**src/rtl/dispensador_troco_pkg.sv**
```systemverilog
// Shared types and helpers for the vending-machine change path.
// Holds the change-dispenser state enum and the saturating subtraction used for change amounts.
package pkg_maquina;

  typedef enum logic [2:0] {
    IDLE,
    CARGA,
    PULSO,
    ESPERA,
    PAUSA,
    FIM,
    ERRO
  } t_estado_troco;

  localparam int LARG_VALOR_PADRAO = 4;

  function automatic logic [15:0] sub_sat(input logic [15:0] a, input logic [15:0] b);
    return (a > b) ? (a - b) : 16'd0;
  endfunction

endpackage

```
**src/rtl/dispensador_troco_if.sv**
```systemverilog
// Request, sensor and status bundle between vending control and the change dispenser.
// master = control side driving requests/sensor, slave = dispenser.
interface dispensador_troco_if #(
  parameter int LARG_VALOR = 4
);
  logic                  liberar;
  logic                  devolver;
  logic [LARG_VALOR-1:0] valor_moedas;
  logic [2:0]            valor_produto;
  logic                  sensor_moeda;
  logic                  limpar_erro;
  logic                  ejetar;
  logic                  ocupado;
  logic                  concluido;
  logic                  erro;
  logic [LARG_VALOR-1:0] troco_pendente;

  modport master (
    output liberar, devolver, valor_moedas, valor_produto, sensor_moeda, limpar_erro,
    input  ejetar, ocupado, concluido, erro, troco_pendente
  );

  modport slave (
    input  liberar, devolver, valor_moedas, valor_produto, sensor_moeda, limpar_erro,
    output ejetar, ocupado, concluido, erro, troco_pendente
  );
endinterface

```
**src/rtl/dispensador_troco_borda.sv**
```systemverilog
// Rising-edge pulse generator with an optional 2-flop synchronizer in front.
// Edge pulse is combinational from the (synchronized) sample: 0 cycles direct, 2 cycles synchronized.
module detector_borda #(
  parameter bit SINCRONIZAR = 1'b0
) (
  input  logic clk,
  input  logic reset_n,
  input  logic sinal,
  output logic borda
);

  logic amostra;
  logic anterior;

  generate
    if (SINCRONIZAR) begin : gSinc
      logic estagio1;
      logic estagio2;
      always_ff @(posedge clk or negedge reset_n) begin
        if (!reset_n) begin
          estagio1 <= 1'b0;
          estagio2 <= 1'b0;
        end else begin
          estagio1 <= sinal;
          estagio2 <= estagio1;
        end
      end
      assign amostra = estagio2;
    end else begin : gDireto
      assign amostra = sinal;
    end
  endgenerate

  always_ff @(posedge clk or negedge reset_n) begin
    if (!reset_n) anterior <= 1'b0;
    else          anterior <= amostra;
  end

  assign borda = amostra & ~anterior;

endmodule

```
**src/rtl/dispensador_troco.sv**
```systemverilog
// Change/refund dispenser: one solenoid pulse per coin, retry on missing drop, sticky fault after MAX_TENTATIVAS.
// Optional SENSOR_SINCRONIZADOR_EN puts a 2-flop synchronizer on sensor_moeda (sensor-to-decrement 3 cycles instead of 1).
module dispensador_troco
  import pkg_maquina::*;
#(
  parameter int PULSO_CICLOS   = 4,
  parameter int ESPERA_CICLOS  = 16,
  parameter int PAUSA_CICLOS   = 2,
  parameter int MAX_TENTATIVAS = 3,
  parameter int LARG_VALOR     = LARG_VALOR_PADRAO
) (
  input logic                 clk,
  input logic                 reset_n,
  dispensador_troco_if.slave  bus
);

`ifdef SENSOR_SINCRONIZADOR_EN
  localparam bit SINC_SENSOR = 1'b1;
`else
  localparam bit SINC_SENSOR = 1'b0;
`endif

  localparam int MAIOR_PE  = (PULSO_CICLOS > ESPERA_CICLOS) ? PULSO_CICLOS : ESPERA_CICLOS;
  localparam int MAIOR     = (MAIOR_PE > PAUSA_CICLOS) ? MAIOR_PE : PAUSA_CICLOS;
  localparam int LARG_CONT = $clog2(MAIOR + 1);
  localparam int LARG_TENT = $clog2(MAX_TENTATIVAS + 1);

  t_estado_troco         estado;
  t_estado_troco         proxEstado;
  logic [LARG_CONT-1:0]  temporizador;
  logic [LARG_TENT-1:0]  tentativas;
  logic [LARG_VALOR-1:0] montante;
  logic [LARG_VALOR-1:0] montanteNovo;
  logic                  pedido;
  logic                  bordaPedido;
  logic                  bordaSensor;
  logic                  fimPulso;
  logic                  fimEspera;
  logic                  fimPausa;
  logic                  esgotou;

  assign pedido = bus.liberar | bus.devolver;

  detector_borda #(.SINCRONIZAR(1'b0)) uBordaPedido (
    .clk     (clk),
    .reset_n (reset_n),
    .sinal   (pedido),
    .borda   (bordaPedido)
  );

  detector_borda #(.SINCRONIZAR(SINC_SENSOR)) uBordaSensor (
    .clk     (clk),
    .reset_n (reset_n),
    .sinal   (bus.sensor_moeda),
    .borda   (bordaSensor)
  );

  // Refund wins over change when both requests rise together.
  assign montanteNovo = bus.devolver ? bus.valor_moedas
                      : LARG_VALOR'(sub_sat(16'(bus.valor_moedas), 16'(bus.valor_produto)));

  assign fimPulso  = (temporizador == LARG_CONT'(PULSO_CICLOS - 1));
  assign fimEspera = (temporizador == LARG_CONT'(ESPERA_CICLOS - 1));
  assign fimPausa  = (temporizador == LARG_CONT'(PAUSA_CICLOS - 1));
  assign esgotou   = (tentativas == LARG_TENT'(MAX_TENTATIVAS - 1));

  always_comb begin
    proxEstado = estado;
    case (estado)
      IDLE:    if (bordaPedido) proxEstado = CARGA;
      CARGA:   proxEstado = (montante == '0) ? FIM : PULSO;
      PULSO: begin
        if (bordaSensor)   proxEstado = PAUSA;
        else if (fimPulso) proxEstado = ESPERA;
      end
      ESPERA: begin
        if (bordaSensor)    proxEstado = PAUSA;
        else if (fimEspera) proxEstado = esgotou ? ERRO : PAUSA;
      end
      PAUSA:   if (fimPausa) proxEstado = (bus.troco_pendente != '0) ? PULSO : FIM;
      FIM:     proxEstado = IDLE;
      ERRO:    if (bus.limpar_erro) proxEstado = IDLE;
      default: proxEstado = IDLE;
    endcase
  end

  // Outputs are registered from the next state so they line up with the state register.
  always_ff @(posedge clk or negedge reset_n) begin
    if (!reset_n) begin
      estado             <= IDLE;
      temporizador       <= '0;
      tentativas         <= '0;
      montante           <= '0;
      bus.troco_pendente <= '0;
      bus.ejetar         <= 1'b0;
      bus.ocupado        <= 1'b0;
      bus.concluido      <= 1'b0;
      bus.erro           <= 1'b0;
    end else begin
      estado <= proxEstado;

      if (proxEstado != estado || !(estado inside {PULSO, ESPERA, PAUSA}))
        temporizador <= '0;
      else
        temporizador <= temporizador + LARG_CONT'(1);

      if (estado == IDLE && bordaPedido)
        montante <= montanteNovo;

      case (estado)
        CARGA: begin
          bus.troco_pendente <= montante;
          tentativas         <= '0;
        end
        PULSO, ESPERA: begin
          if (bordaSensor) begin
            bus.troco_pendente <= bus.troco_pendente - LARG_VALOR'(1);
            tentativas         <= '0;
          end else if (estado == ESPERA && fimEspera) begin
            tentativas <= tentativas + LARG_TENT'(1);
          end
        end
        default: ;
      endcase

      bus.ejetar    <= (proxEstado == PULSO);
      bus.ocupado   <= (proxEstado inside {CARGA, PULSO, ESPERA, PAUSA, FIM});
      bus.concluido <= (proxEstado == FIM);
      bus.erro      <= (proxEstado == ERRO);
    end
  end

endmodule
```
**src/flat_wrapper.sv**
```systemverilog
// flat-port wrapper written by rule: the top's interface ports become plain ports
module dispensador_troco_flat import pkg_maquina::*;
#(
  parameter int PULSO_CICLOS   = 4,
  parameter int ESPERA_CICLOS  = 16,
  parameter int PAUSA_CICLOS   = 2,
  parameter int MAX_TENTATIVAS = 3,
  parameter int LARG_VALOR     = LARG_VALOR_PADRAO
)
  (clk, reset_n, bus_liberar, bus_devolver, bus_valor_moedas, bus_valor_produto, bus_sensor_moeda, bus_limpar_erro, bus_ejetar, bus_ocupado, bus_concluido, bus_erro, bus_troco_pendente);
  dispensador_troco_if #(.LARG_VALOR(LARG_VALOR)) bus_i ();
  input logic clk;
  input logic reset_n;
  input wire logic [$bits(bus_i.liberar)-1:0] bus_liberar;
  input wire logic [$bits(bus_i.devolver)-1:0] bus_devolver;
  input wire logic [$bits(bus_i.valor_moedas)-1:0] bus_valor_moedas;
  input wire logic [$bits(bus_i.valor_produto)-1:0] bus_valor_produto;
  input wire logic [$bits(bus_i.sensor_moeda)-1:0] bus_sensor_moeda;
  input wire logic [$bits(bus_i.limpar_erro)-1:0] bus_limpar_erro;
  output wire logic [$bits(bus_i.ejetar)-1:0] bus_ejetar;
  output wire logic [$bits(bus_i.ocupado)-1:0] bus_ocupado;
  output wire logic [$bits(bus_i.concluido)-1:0] bus_concluido;
  output wire logic [$bits(bus_i.erro)-1:0] bus_erro;
  output wire logic [$bits(bus_i.troco_pendente)-1:0] bus_troco_pendente;
  assign bus_i.liberar = bus_liberar;
  assign bus_i.devolver = bus_devolver;
  assign bus_i.valor_moedas = bus_valor_moedas;
  assign bus_i.valor_produto = bus_valor_produto;
  assign bus_i.sensor_moeda = bus_sensor_moeda;
  assign bus_i.limpar_erro = bus_limpar_erro;
  assign bus_ejetar = bus_i.ejetar;
  assign bus_ocupado = bus_i.ocupado;
  assign bus_concluido = bus_i.concluido;
  assign bus_erro = bus_i.erro;
  assign bus_troco_pendente = bus_i.troco_pendente;
  dispensador_troco #(.PULSO_CICLOS(PULSO_CICLOS), .ESPERA_CICLOS(ESPERA_CICLOS), .PAUSA_CICLOS(PAUSA_CICLOS), .MAX_TENTATIVAS(MAX_TENTATIVAS), .LARG_VALOR(LARG_VALOR)) u_core (.clk(clk), .reset_n(reset_n), .bus(bus_i));
endmodule
```
**config.mk**
```make
export PLATFORM = sky130hd
export DESIGN_NAME = dispensador_troco_flat
export DESIGN_NICKNAME = d
export VERILOG_FILES = /design/src/rtl/dispensador_troco_pkg.sv /design/src/rtl/dispensador_troco_if.sv /design/src/rtl/dispensador_troco_borda.sv /design/src/rtl/dispensador_troco.sv /design/src/flat_wrapper.sv
export SDC_FILE = /design/constraint.sdc
export NUM_CORES = 1
export LEC_CHECK = 0
export ABC_AREA = 1
export BUFFER_PORTS_ARGS = -buffer_cell sky130_fd_sc_hd__buf_2
export CAP_MARGIN = 20
export CORE_MARGIN = 10
export CORE_UTILIZATION = 35
export CTS_CLUSTER_DIAMETER = 50
export CTS_CLUSTER_SIZE = 30
export DETAILED_ROUTE_END_ITERATION = 10
export GPL_TIMING_DRIVEN = 0
export PLACE_DENSITY = 0.54
export SYNTH_ARGS = -nofsm -noshare
export SYNTH_HDL_FRONTEND = slang
export SYNTH_SLANG_ARGS = --single-unit
```
**constraint.sdc**
```tcl
create_clock -name clk -period 1.94 [get_ports clk]
set_input_delay 0.291 -clock clk [delete_from_list [all_inputs] [get_ports clk]]
set_output_delay 0.291 -clock clk [all_outputs]
set_load 0.03 [all_outputs]
```
# [After elaboration in Yosys (flattened, before gate mapping)]
# Index checks and enable logic that the tools add are counted.
[totals] register_bits=24 in_bits=13
[op_classes] n_addsub=4 magnitude_cmp=1 n_eq_ne=18 n_mux=19 bitwise_logic=5 n_reduce_logical=13
[ops] cell="2-to-1 mux 3 bit" count=9
[ops] cell="one-hot mux 3 bit (6 select lines)" count=1
[ops] cell="== test 3 bit, second input constant" count=5
[ops] cell="== test 3 x 2 -> 1 bit, second input constant" count=4
[ops] cell="2-to-1 mux 4 bit" count=3
[ops] cell="one-hot mux 4 bit (2 select lines)" count=1
[ops] cell="== test 3 x 1 -> 1 bit, second input constant" count=2
[ops] cell="2-to-1 mux 2 bit" count=3
[ops] cell="adder 5 x 1 -> 5 bit, second input constant" count=1
[ops] cell="== test 5 x 1 -> 1 bit, second input constant" count=1
[ops] cell="== test 5 x 2 -> 1 bit, second input constant" count=1
[ops] cell="== test 5 x 4 -> 1 bit, second input constant" count=1
[ops] cell="2-to-1 mux 5 bit" count=1
[ops] cell="nonzero test 5 bit" count=1
[ops] cell="greater-than comparator 4 x 3 -> 1 bit" count=1
[ops] cell="logical NOT 4 bit" count=1
[ops] cell="one-hot mux 2 bit (2 select lines)" count=1
[ops] cell="AND reduction 2 bit" count=2
[ops] cell="nonzero test 4 bit" count=1
[ops] cell="subtractor 4 x 1 -> 4 bit, second input constant" count=1
[ops] cell="subtractor 4 x 3 -> 4 bit" count=1
[ops] cell="logical NOT 3 bit" count=1
[ops] cell="inequality test 3 x 1 -> 1 bit, second input constant" count=1
[ops] cell="inequality test 3 bit" count=1
[ops] cell="12 further kinds" count=15

# [Depth between registers and ports, before layout]
[depth] depth_word=8 ltp_mapped=13

# [Modules after synthesis]
# A second synthesis with hierarchy kept.
[hier_totals] cells_unflattened=187 hier_area_um2=1456.4
[by_module_without_submodules] mod="dispensador_troco" n_inst=1 cells_each=181 area_per_inst_um2=1386.3 seq_area_each_um2=550.5
[by_module_without_submodules] mod="detector_borda" n_inst=2 cells_each=3 area_per_inst_um2=35.0 seq_area_each_um2=25.0

# [Least setup slack after synthesis]
# No wires, ideal clock.
[synth_timing] path_kind="register to register" from="reg u_core.temporizador[0]" to="reg u_core.temporizador[2]" setup_ps=121 t_arrival_ps=1523 required_ps=1819 path_slack_ps=296 stages_incl_launch_ff=14 path_buffers=0 cell_sequence="dfrtp_1 ha_1 nand2_1 nor2_1 ha_1 inv_1 nor2_2 nor2_2 nand2_2 nand3_4 nand2_1 nand2_2 nand2_4 nor2_2"
[synth_via] elab_chain_cells=7
[synth_rtl] element="start, declared" line="dispensador_troco.sv:30" text="logic [LARG_CONT-1:0] temporizador;"
[synth_rtl] element="start signal, assigned" line="dispensador_troco.sv:105" text="temporizador <= temporizador + LARG_CONT'(1);"
[synth_rtl] element="== test 5 x 4 -> 1 bit or == test 5 x 2 -> 1 bit (tied branches)" line="dispensador_troco.sv:63, dispensador_troco.sv:62"
[synth_rtl] element="2-to-1 mux 3 bit, on equally long branches" line="dispensador_troco.sv:78, dispensador_troco.sv:74"
[synth_rtl] element="2-to-1 mux 3 bit, on equally long branches" line="dispensador_troco.sv:77, dispensador_troco.sv:73"
[synth_rtl] element="one-hot mux 3 bit (6 select lines) (*)" line="dispensador_troco.sv:69" text="case (estado)"
[synth_rtl] element="via u_core.proxEstado[0]" line="dispensador_troco.sv:29" text="t_estado_troco proxEstado;"
[synth_rtl] element="inequality test 3 bit (*)" line="dispensador_troco.sv:102" text="if (proxEstado != estado || !(estado inside {PULSO, ESPERA, PAUSA}))"
[synth_rtl] element="logical OR 1 bit (*)" line="dispensador_troco.sv:102"
[synth_rtl] element="2-to-1 mux 5 bit (*)" line="dispensador_troco.sv:102"
# Mark *: on every way through the listed nets, which the timed path passes. The rest lies on a longest branch.
# A chain may end at the register's enable or synchronous reset.

# [Worst setup path after layout]
[layout_timing] from="reg u_core.temporizador[1]" to="reg u_core.temporizador[2]"
# Same word-level chain as after synthesis.

==> metrics.md <==
| Metric | Value |
|---|---|
| Pwr dens | `1259 nW/um^2` |
| Routability cong. | `0.7776` |
| Outcome | `finished, final reports clean` |
| Post-detailed-route count of antenna-violating nets | `0` |
| Fin nets | `234` |
| Antenna Diode Count | `0` |
| RSZ-0062 raised after global routing | `no` |
| Switching part of the total power | `44.71%` |
| Mapped Nets | `208` |
| Setup WS post-layout | `204.0 ps` |
| Overflow after GRT | `0` |
| Dpl ws | `86.29 ps` |
| Internal power | `0.001247 W` |
| Syn-to-layout area delta | `16.42%` |
| Mapped Cells | `186` |
| Power share of the combinational group | `50.6%` |
| Core area | `4294 sq um` |
| Fin crit share | `89.48%` |
| Initial DRC Count | `30` |
| Library cells used by synthesis | `35` |
| Syn avg cell area | `8.274 sq um` |
| Syn. warnings | `0` |
| Final setup vio count | `0` |
| Final Cell Area | `1792 sq um` |
| Chip Width | `86.31 microns` |
| Post-DP HPWL | `2376 microns` |
| Total of max-cap violations | `0` |
| Worst EP arrival | `1890 ps` |
| Static Leak | `0.8770 nW` |
| Clock transition at the registers of the reported paths | `80 ps` |
| Clk network pwr share | `15.0%` |
| Routed wire per std cell | `11.21 microns` |
| Worst-Skew Late Latency | `260 ps` |
| Max Freq | `576.0 MHz` |
| Cell chosen for the clock root | `clkbuf_8` |
| Global-route wire length before repair | `5533 microns` |
| Post-synthesis sequential area ratio | `39.02%` |
| Vias in the first global route | `1,268` |
| CP Launch Type | `register` |
| CP Class | `reg2reg` |
| Clk buf depth | `2` |
| WL final | `2947 microns` |
| Sequential power share | `34.4%` |
| Number of vias in the routed layout | `1,187` |
| Largest net degree at the start of global routing | `25` |
| H-tree levels | `1` |
| Top cell type's share of synthesized area | `39.02%` |
| Worst Tran Pin Value | `544.6 ps` |
| Row cnt | `24` |
| PortBufs | `19` |
| Initial antenna violation count | `0` |
| Top cells by area, synth | `dfrtp_1 (39%), nand2_1 (7.3%), inv_1 (6.6%)` |
| Psw | `0.001009 W` |
| Die H | `86.31 microns` |
| Top-count cell post-synth | `nand2_1` |
| VDD IR-drop max | `0.3638 mV` |
| Fill cells | `442` |
| CTS Buf Count | `3` |
| Max Slew Vio Count | `0` |
| Hold/Removal Path Class | `in2async` |
| FF+latch count, synth | `24` |
| Final worst path period need | `1736 ps` |
| Worst Path Required | `2100 ps` |
| Placed cell area | `1699 sq um` |
| CTS tree | `built` |
| Relative slew slack | `63.70%` |
| Top_reg_cell synth | `dfrtp_1` |
| Die area | `7449 sq um` |
| CP Max Fanout | `5` |
| Hold Slack | `2.648 ps` |
| Top cells by count, synth | `nand2_1 (30), inv_1 (27), dfrtp_1 (24)` |
| Initial Util | `35.84%` |
| DRC viols | `0` |
| Share of layout cells above drive strength 1 | `28.44%` |
| Worst Skew | `1.615 ps` |
| I/O Pins | `21` |
| Synth async-reset ratio | `100.0%` |
| Fin. Hold Viols | `0` |
| Vias/cell | `4.513` |
| GRT Util Overall | `8.757%` |
| Fin Setup TNS | `0 ps` |
| Synth area leader | `dfrtp_1` |
| Number of synthesized flops with an enable pin | `0` |
| CTS Sinks | `24` |
| Setup crit end kind | `register` |
| Post-synthesis cell area | `1539 sq um` |
| DRT Pass-1 Iters | `4` |
[power by group through the flow]
stage                     clock network (W)  registers (W)  logic [W]
after floorplan                           0       0.000897   0.000765
after global placement                    0       0.000787    0.00113
after detailed placement                  0       0.000786    0.00114
after CTS                          0.000353       0.000777    0.00114
after global routing               0.000376       0.000802    0.00131
final                              0.000339       0.000776    0.00114
[through the flow]
stage | total power, W | std cells | utilization [%]
after global routing | 0.002488 | 263 | 41.72
after floorplan | 0.001661 | 186 | -
after global placement | 0.001920 | 257 | 39.57
final | 0.002256 | 263 | 41.72
after CTS | 0.002273 | 261 | 40.85
after detailed placement | 0.001925 | 257 | 39.57
[worst paths after layout]
check | startpoint | endpoint | slack (ps) | cells after the start
max | u_core.temporizador[1]$_DFF_PN0_ | u_core.temporizador[2]$_DFF_PN0_ | 200 | 13
min | reset_n | u_core.temporizador[1]$_DFF_PN0_ | 3 | 1
max reg2reg | u_core.temporizador[1]$_DFF_PN0_ | u_core.temporizador[2]$_DFF_PN0_ | 200 | 13
min reg2reg | u_core.montante[1]$_DFFE_PN0P_ | u_core.montante[1]$_DFFE_PN0P_ | 530 | 2
max in group asynchronous | reset_n | u_core.uBordaSensor.anterior$_DFF_PN0_ | 1580 | 1
min in group clk | bus_sensor_moeda | u_core.uBordaSensor.anterior$_DFF_PN0_ | 150 | 1
[final cells by class]
| type | count | area (sq um) | area share, % |
|---|---|---|---|
| inverters | 34 | 128.9 | 7.193 |
| repair buffers | 21 | 110.1 | 6.145 |
| well taps | 52 | 65.06 | 3.631 |
| multi-input cells | 126 | 809.5 | 45.18 |
| flip-flops and latches | 24 | 600.6 | 33.52 |
| plain buffers | 2 | 22.52 | 1.257 |
| clock buffers | 4 | 55.05 | 3.073 |
[cell families (layout without fill, tap and decap cells)]
family | after synthesis | after routing | synth area share [%]
AO/OA/AOI/OAI | 28 | 28 | 11.06
AND/OR/NAND/NOR | 85 | 85 | 30.00
flip-flops | 24 | 24 | 39.02
XOR/XNOR | 4 | 4 | 2.277
buffers and inverters | 36 | 61 | 9.837
adder cells (fa/ha/maj) | 9 | 9 | 7.805
[cell usage in the layout, fill, tap and decap left out, types with 2 or more instances in the layout]
master    instances
nor2_1           17
a21oi_1           6
buf_2            19
nand3_2           4
nand2_2           3
o21ai_1           3
o211ai_1          3
nand2_1          30
buf_6             2
dfrtp_1          24
inv_1            27
buf_4             2
nor2_2            7
inv_2             5
xor2_1            3
clkbuf_8          4
o22ai_1           2
ha_1              6
o21ai_0          11
nor2_4            4
nand3_1          10
[registers in the layout (all words and copies together), names as in the netlist, 2 cells and up]
register and cells:
u_core.temporizador 5, u_core.bus.troco_pendente 4, u_core.montante 4, u_core.estado 3
u_core.tentativas 2
[worst max-delay path: stages (launching register included)]
cell and delay [ps]:
dfrtp_1 420, ha_4 170, nand2_1 60, nor2_2 90
ha_2 190, inv_1 70, nor2_4 120, nor2_2 50
nand2_2 90, nand3_4 80, nand2_1 80, nand2_2 60
nand2_4 100, nor2_2 40
[layer usage]
metal,global-route usage [%],vias to the layer above,routed length (microns)
met2,14.81,16,1377
met1,10.74,526,1427
met3,1.782,2,103
li1,-,643,-
met4,3.093,0,39
met5,0,-,0
[repair_timing]
action	in CTS	in global routing
endpoints found under the setup margin	0	7
hold buffers	0	0
buffers inserted	0	2
resized for setup	0	5
(Power assumes the default switching activity.)
